**config.mk**
```make
export PLATFORM = sky130hd
export DESIGN_NAME = relay_station_skid_flat
export DESIGN_NICKNAME = d
export VERILOG_FILES = /design/src/rtl/relay_station_skid_if.sv /design/src/rtl/relay_station_skid.sv /design/src/flat_wrapper.sv
export SDC_FILE = /design/constraint.sdc
export NUM_CORES = 1
export LEC_CHECK = 0
export ABC_CLOCK_PERIOD_IN_PS = 1400
export CAP_MARGIN = 20
export CORE_MARGIN = 2
export CORE_UTILIZATION = 40
export CTS_CLUSTER_DIAMETER = 50
export DETAILED_ROUTE_END_ITERATION = 12
export PLACE_DENSITY_LB_ADDON = 0.15
export SKIP_CTS_REPAIR_TIMING = 1
export SYNTH_ARGS = -nofsm -noshare
export SYNTH_HDL_FRONTEND = slang
export SYNTH_SLANG_ARGS = --single-unit
```
**constraint.sdc**
```tcl
create_clock -name clk -period 1.4 [get_ports clk]
set_clock_uncertainty 0.05 [all_clocks]
set_input_delay 0.21 -clock clk [delete_from_list [all_inputs] [get_ports clk]]
set_output_delay 0.21 -clock clk [all_outputs]
set_load 0.05 [all_outputs]
```
**src/rtl/relay_station_skid_if.sv**
```systemverilog
// Stream handshake bundle around relay_station_skid: the slave side (valid_s/data_s/ready_s)
// and the master side (valid_m/data_m/ready_m). The slave modport is the relay's view.
interface relay_station_skid_if #(
  parameter int DATA_WIDTH = 8
);
  logic                  ready_s;
  logic                  valid_s;
  logic [DATA_WIDTH-1:0] data_s;
  logic                  ready_m;
  logic                  valid_m;
  logic [DATA_WIDTH-1:0] data_m;

  modport slave (
    input  valid_s, data_s, ready_m,
    output ready_s, valid_m, data_m
  );

  modport master (
    output valid_s, data_s, ready_m,
    input  ready_s, valid_m, data_m
  );
endinterface

```
**src/rtl/relay_station_skid.sv**
```systemverilog
// Two-entry skid buffer: registered valid_m/data_m and ready_s, full throughput.
// Optional stall counter output enabled by defining RELAY_STATION_SKID_STATS_EN.
module relay_station_skid #(
  parameter int DATA_WIDTH = 8,
  parameter int CNT_WIDTH  = 16
) (
  input  logic                  clk,
  input  logic                  rst,
  relay_station_skid_if.slave   bus
`ifdef RELAY_STATION_SKID_STATS_EN
  ,
  output logic [CNT_WIDTH-1:0]  stall_cnt
`endif
);

  typedef enum logic [1:0] {
    EMPTY = 2'b00,
    BUSY  = 2'b01,
    FULL  = 2'b10
  } state_t;

  state_t                state;
  state_t                state_next;
  logic                  valid_q;
  logic                  ready_q;
  logic [DATA_WIDTH-1:0] main_data;
  logic [DATA_WIDTH-1:0] skid_data;
  logic                  write;
  logic                  read;
  logic                  load_main;
  logic                  main_from_skid;
  logic                  load_skid;

  // A zero-width stall counter is meaningless; this keeps the parameter referenced in every build.
  if (CNT_WIDTH < 1) begin : g_cnt_width_invalid
  end

  assign write        = bus.valid_s & ready_q;
  assign read         = valid_q & bus.ready_m;
  assign bus.ready_s  = ready_q;
  assign bus.valid_m  = valid_q;
  assign bus.data_m   = main_data;

  always_comb begin
    state_next     = state;
    load_main      = 1'b0;
    main_from_skid = 1'b0;
    load_skid      = 1'b0;
    case (state)
      EMPTY: begin
        if (write) begin
          load_main  = 1'b1;
          state_next = BUSY;
        end
      end
      BUSY: begin
        if (write && read) begin
          load_main = 1'b1;
        end else if (write) begin
          load_skid  = 1'b1;
          state_next = FULL;
        end else if (read) begin
          state_next = EMPTY;
        end
      end
      FULL: begin
        if (read) begin
          load_main      = 1'b1;
          main_from_skid = 1'b1;
          state_next     = BUSY;
        end
      end
      default: state_next = EMPTY;
    endcase
  end

  // Handshake outputs are flopped from the next state so neither has a combinational input path.
  always_ff @(posedge clk) begin
    if (rst) begin
      state   <= EMPTY;
      valid_q <= 1'b0;
      ready_q <= 1'b1;
    end else begin
      state   <= state_next;
      valid_q <= (state_next == BUSY) || (state_next == FULL);
      ready_q <= (state_next != FULL);
    end
  end

  always_ff @(posedge clk) begin
    if (load_main) begin
      main_data <= main_from_skid ? skid_data : bus.data_s;
    end
    if (load_skid) begin
      skid_data <= bus.data_s;
    end
  end

`ifdef RELAY_STATION_SKID_STATS_EN
  always_ff @(posedge clk) begin
    if (rst) begin
      stall_cnt <= '0;
    end else if (valid_q && !bus.ready_m && (stall_cnt != {CNT_WIDTH{1'b1}})) begin
      stall_cnt <= stall_cnt + 1'b1;
    end
  end
`endif

endmodule

```
**src/flat_wrapper.sv**
```systemverilog
// flat-port wrapper written by rule: the top's interface ports become plain ports
module relay_station_skid_flat 
#(
  parameter int DATA_WIDTH = 8,
  parameter int CNT_WIDTH  = 16
)
  (clk, rst, bus_valid_s, bus_data_s, bus_ready_m, bus_ready_s, bus_valid_m, bus_data_m);
  relay_station_skid_if #(.DATA_WIDTH(DATA_WIDTH)) bus_i ();
  input  logic clk;
  input  logic rst;
  input wire logic [$bits(bus_i.valid_s)-1:0] bus_valid_s;
  input wire logic [$bits(bus_i.data_s)-1:0] bus_data_s;
  input wire logic [$bits(bus_i.ready_m)-1:0] bus_ready_m;
  output wire logic [$bits(bus_i.ready_s)-1:0] bus_ready_s;
  output wire logic [$bits(bus_i.valid_m)-1:0] bus_valid_m;
  output wire logic [$bits(bus_i.data_m)-1:0] bus_data_m;
  assign bus_i.valid_s = bus_valid_s;
  assign bus_i.data_s = bus_data_s;
  assign bus_i.ready_m = bus_ready_m;
  assign bus_ready_s = bus_i.ready_s;
  assign bus_valid_m = bus_i.valid_m;
  assign bus_data_m = bus_i.data_m;
  relay_station_skid #(.DATA_WIDTH(DATA_WIDTH), .CNT_WIDTH(CNT_WIDTH)) u_core (.clk(clk), .rst(rst), .bus(bus_i));
endmodule
```
-- Word-level counts from Yosys, hierarchy flattened
Index checks and enable logic that the tools add are counted.
- bitwise gates (word level): 2
- equal/unequal tests: 5
- reductions and logical operators: 3
- multiplexer cells: 14
- operators with widths (kind ; count):
    $mux 2 ; 5
    $mux 8 ; 1
    $mux 1 ; 6
    $pmux 2 s3 ; 1
    $eq 2x1->1 const B ; 2
    $eq 2x2->1 const B ; 2
    $pmux 1 s3 ; 1
    $and 1x1->1 ; 2
    $logic_not 2->1 ; 1
    $ne 2x2->1 const B ; 1
    $logic_and 1x1->1 ; 1
    $logic_or 1x1->1 ; 1
- register bits after elaboration: 20
- input port bits: 12

-- Depth between registers and ports, before layout
- word-level depth: 7
- gate-level depth with buffers: 5
- depth with buffers taken out: 5

-- Worst setup path after synthesis
OpenSTA, ideal clock, no wires.
- path type: register -> register
- from: register u_core.valid_q (netlist: u_core.bus.valid_m)
- to: register u_core.valid_q (netlist: u_core.bus.valid_m)
- cell stages (with the launch flop): 6
- required time: 1286 ps
- buffers on the path: 0
- data arrival time: 1623 ps
- clock period less this slack: 1737 ps
- setup time: 64 ps
- path slack: -337 ps
- cell sequence: dfxtp_1 -> nand4b_4 -> o31a_2 -> and3_1 -> ha_1 -> nor2_1
- longest elaborated chain between the ends: 7
- elaborated cells between the ends (all ways): 10
- RTL lines (what ; line ; RTL):
    from (decl) ; relay_station_skid.sv:24 ; logic valid_q;
    from (signal assigned) ; relay_station_skid.sv:85 ; valid_q <= (state_next == BUSY) || (state_next == FULL);
    $and 1x1->1 * ; relay_station_skid.sv:39 ; assign read = valid_q & bus.ready_m;
    $mux 2 ; relay_station_skid.sv:62 ; end else if (read) begin
    $mux 2 ; relay_station_skid.sv:59 ; end else if (write) begin
    $mux 2 ; relay_station_skid.sv:57 ; if (write && read) begin
    $pmux 2 s3 * ; relay_station_skid.sv:49 ; case (state)
    $eq 2x1->1 / $eq 2x2->1 (equally long branches) ; relay_station_skid.sv:85 ;
    $logic_or 1x1->1 * ; relay_station_skid.sv:85 ;
Mark *: on every way between the ends. The rest lies on a longest branch, timed or not.
A chain may end at the register's enable or synchronous reset.

-- Worst setup path after layout
- from: register u_core.ready_q (netlist: u_core.bus.ready_s)
- to: register u_core.valid_q (netlist: u_core.bus.valid_m)
- longest elaborated chain between the ends: 6
- elaborated cells between the ends (all ways): 9
- RTL lines (what ; line ; RTL):
    from (decl) ; relay_station_skid.sv:25 ; logic ready_q;
    from (signal assigned) ; relay_station_skid.sv:86 ; ready_q <= (state_next != FULL);
    $and 1x1->1 * ; relay_station_skid.sv:38 ; assign write = bus.valid_s & ready_q;
    $mux 2 / $logic_and 1x1->1 (equally long branches) ; relay_station_skid.sv:59, relay_station_skid.sv:57 ;
    $mux 2 ; relay_station_skid.sv:57 ;
    $pmux 2 s3 * ; relay_station_skid.sv:49 ;
    $eq 2x1->1 / $eq 2x2->1 (equally long branches) ; relay_station_skid.sv:85 ;
    $logic_or 1x1->1 * ; relay_station_skid.sv:85 ;
Marked as above.

==> impl_metrics.toml <==
[sta]
fmax_mhz = 715
hold_violations = 0
setup_tns_ns = 0
fin_crit_ns = 1.40
fin_ws_ns = 0.000427
slew_viol_final = 0
slew_headroom_pct = 84.1
tightest_slew_ns = 0.238
period_share_pct = 100
finalSetupViolations = 0
rsz0062_at_grt = "true"
hold_slack_ns = 0.287

[place]
post-place-ws_ns = -0.297
io_buffer_count = 21
hpwl_um = 1040
gp_congestion = 0.693
dpl-instance-area_mm2 = 0.00119

[critical_path]
crit_path_top_delay_cell = "dfxtp_4"
cp_top_family = "flip-flops"
cp-start-kind = "flip-flop"
cp_max_fo = 3
crit_path_max_incr_delay_ns = 0.38
cp_num_buf_inv = 0
critical_path_class = "flip-flop to flip-flop"
critical_path_required_ns = 1.54
crit_path_end_kind = "flip-flop"
arrival_ns = 1.54
crit_path_cell_trace = "nand2_2 > o31a_2 > and3_4 > ha_4 > nor2_1"

[clocking]
insertion_delay_ns = 0.28
cts_tree = "built"
cts_buffers = 3
cts_htree_levels = 1
path_clk_slew_ns = 0.10
clockRootBuffer = "clkbuf_4"
cts_buffer_depth = 2
cts_sinks = 20

[drt]
wl_per_cell_um = 13.4
vias = 498
dr.first_iter.drc_count = 6
dr.pass1.iters = 4
wl_um = 1370
vias_per_cell = 4.88
drc = 0
drtAntennaViolNets = 0

[power_and_ir_drop]
pwr-share-seq_pct = 51.2
power_frac_clock_pct = 17.3
comb_power_share_pct = 31.5
p_sw_share_pct = 28.6
p_sw_uw = 433
ir_drop_v = 0.000804
power_density_mw_per_mm2 = 1200
p_leak_nw = 0.492
intPower_mw = 1.08

[finish]
final_util_pct = 71.0
seq_area_um2 = 573
drive_gt1_share_pct = 53.2
fillerInstances = 116
multi_input_area_um2 = 255
final_area_mm2 = 0.00127
nNetsFinal = 91
area_delta_synth_final_pct = 61.9
n_antenna_cell = 0

[flow_run]
drv_cap = 0

[synthesis]
ys_ff_latch = 20
syn_inst = 45
syn_area_um2 = 782
synth_cell_types = 17
yosys-top-cells-count = "16 x edfxtp_1, 8 x mux2_2, 4 x dfxtp_1"
synth.avg_cell_area_um2 = 17.4
ys_seq_area_share_pct = 71.7
yosysMostFrequentCell = "edfxtp_1"
synthTopCellsByArea = "edfxtp_1 61%, mux2_2 12%, dfxtp_1 10%"
yosysWarnings = 0
ys.flop_type = "edfxtp_1"
synth_edf_count = 16
async_flop_share_pct = 0
syn_nets = 58
yosys.area.top_type = "edfxtp_1"
synth_top_cell_area_share_pct = 61.4

[die]
core_mm2 = 0.00178
ios = 22
die_x_um = 48.2
initial_core_util_pct = 43.9
dieHeight_um = 48.2
rows = 15
die-area_mm2 = 0.00232

[global_routing]
grt_pass1_wl_um = 1940
gr-total-overflow = 0
grt_pass1_vias = 465
grt_max_degree = 12
antenna_found_initial = 0
grt_usage_pct = 12.6

[min_path]
hp-class = "input port to flip-flop"

[run_status]
status = "completed"
==> power by group through the flow <==
stage | sequential [mW] | combinational (mW) | clock [mW]
2_1_floorplan | 0.888 | 0.0788 | 0
3_3_place_gp | 0.782 | 0.446 | 0
3_5_place_dp | 0.783 | 0.451 | 0
4_1_cts | 0.771 | 0.452 | 0.281
5_1_grt | 0.782 | 0.502 | 0.299
6_report | 0.776 | 0.477 | 0.262
==> final cells by class <==
| cell class | count | area share [%] |
|---|---|---|
| well taps | 25 | 2.47 |
| repair buffers | 28 | 30.0 |
| clock buffers | 4 | 2.08 |
| flip-flops and latches | 20 | 45.3 |
| multi-input cells | 25 | 20.2 |
==> path summary, 6_finish.rpt <==
kind / start / end / slack [ns] / depth (start not counted)
max reg2reg: u_core.bus.ready_s / u_core.bus.valid_m / 0.0004 / 5
max: u_core.bus.ready_s / u_core.bus.valid_m / 0.0004 / 5
min reg2reg: u_core.bus.valid_m / u_core.state[1] / 0.48 / 1
min: bus_ready_m / u_core.state[0] / 0.29 / 3
==> cell usage in the layout (no fill, tap or decap) <==
master and count:
nand4b_1 1, ha_4 1, dfxtp_2 1, nor2_1 1
nand3_2 1, mux2_2 8, mux2i_2 1, nand4b_4 1
dlymetal6s2s_1 2, dfxtp_4 3, clkbuf_4 3, a31oi_1 1
o31a_2 1, nand2_2 1, edfxtp_1 16, and3_4 1
clkbuf_1 1, buf_4 6, and3_1 1, nand2_1 2
nand2b_1 1, buf_12 11, a21oi_2 1, clkdlybuf4s50_1 9
a211oi_1 1, and3b_2 1
==> kinds of logic (layout without fill, tap and decap cells) <==
family | Yosys count | in the layout | synth area share [%]
flip-flops | 20 | 20 | 71.7
buffers and inverters | 0 | 32 | 0
multiplexers | 9 | 9 | 12.8
adder cells (fa/ha/maj) | 1 | 1 | 1.60
AND/OR/NAND/NOR | 11 | 11 | 10.2
AO/OA/AOI/OAI | 4 | 4 | 3.68
==> sequential cells by signal, summed over array words and instances (netlist names) <==
signal	flops
u_core.bus.valid_m	1
u_core.bus.data_m	8
u_core.state	2
u_core.bus.ready_s	1
u_core.skid_data	8
==> through the flow <==
step | std cells | total power, mW
after CTS | 101 | 1.50
after detailed placement | 97 | 1.23
after global routing | 102 | 1.58
final | 102 | 1.52
after floorplan | 45 | 0.967
after global placement | 97 | 1.23
==> routing by layer <==
| metal | track usage, % | part of all wire, % | vias up |
|---|---|---|---|
| met5 | 0 | 0 | - |
| met4 | 7.57 | 0.51 | 0 |
| met3 | 3.33 | 5.4 | 2 |
| met2 | 21.8 | 51 | 16 |
| met1 | 13.6 | 43 | 239 |
| li1 | - | - | 241 |
==> tightest hold or removal path: cells and delay by family <==
kind                   cells  cell delay [ns]
AND/OR/NAND/NOR            1             0.11
buffers and inverters      1             0.19
AO/OA/AOI/OAI              1             0.08
No activity file was read; power rests on OpenSTA's default activity.
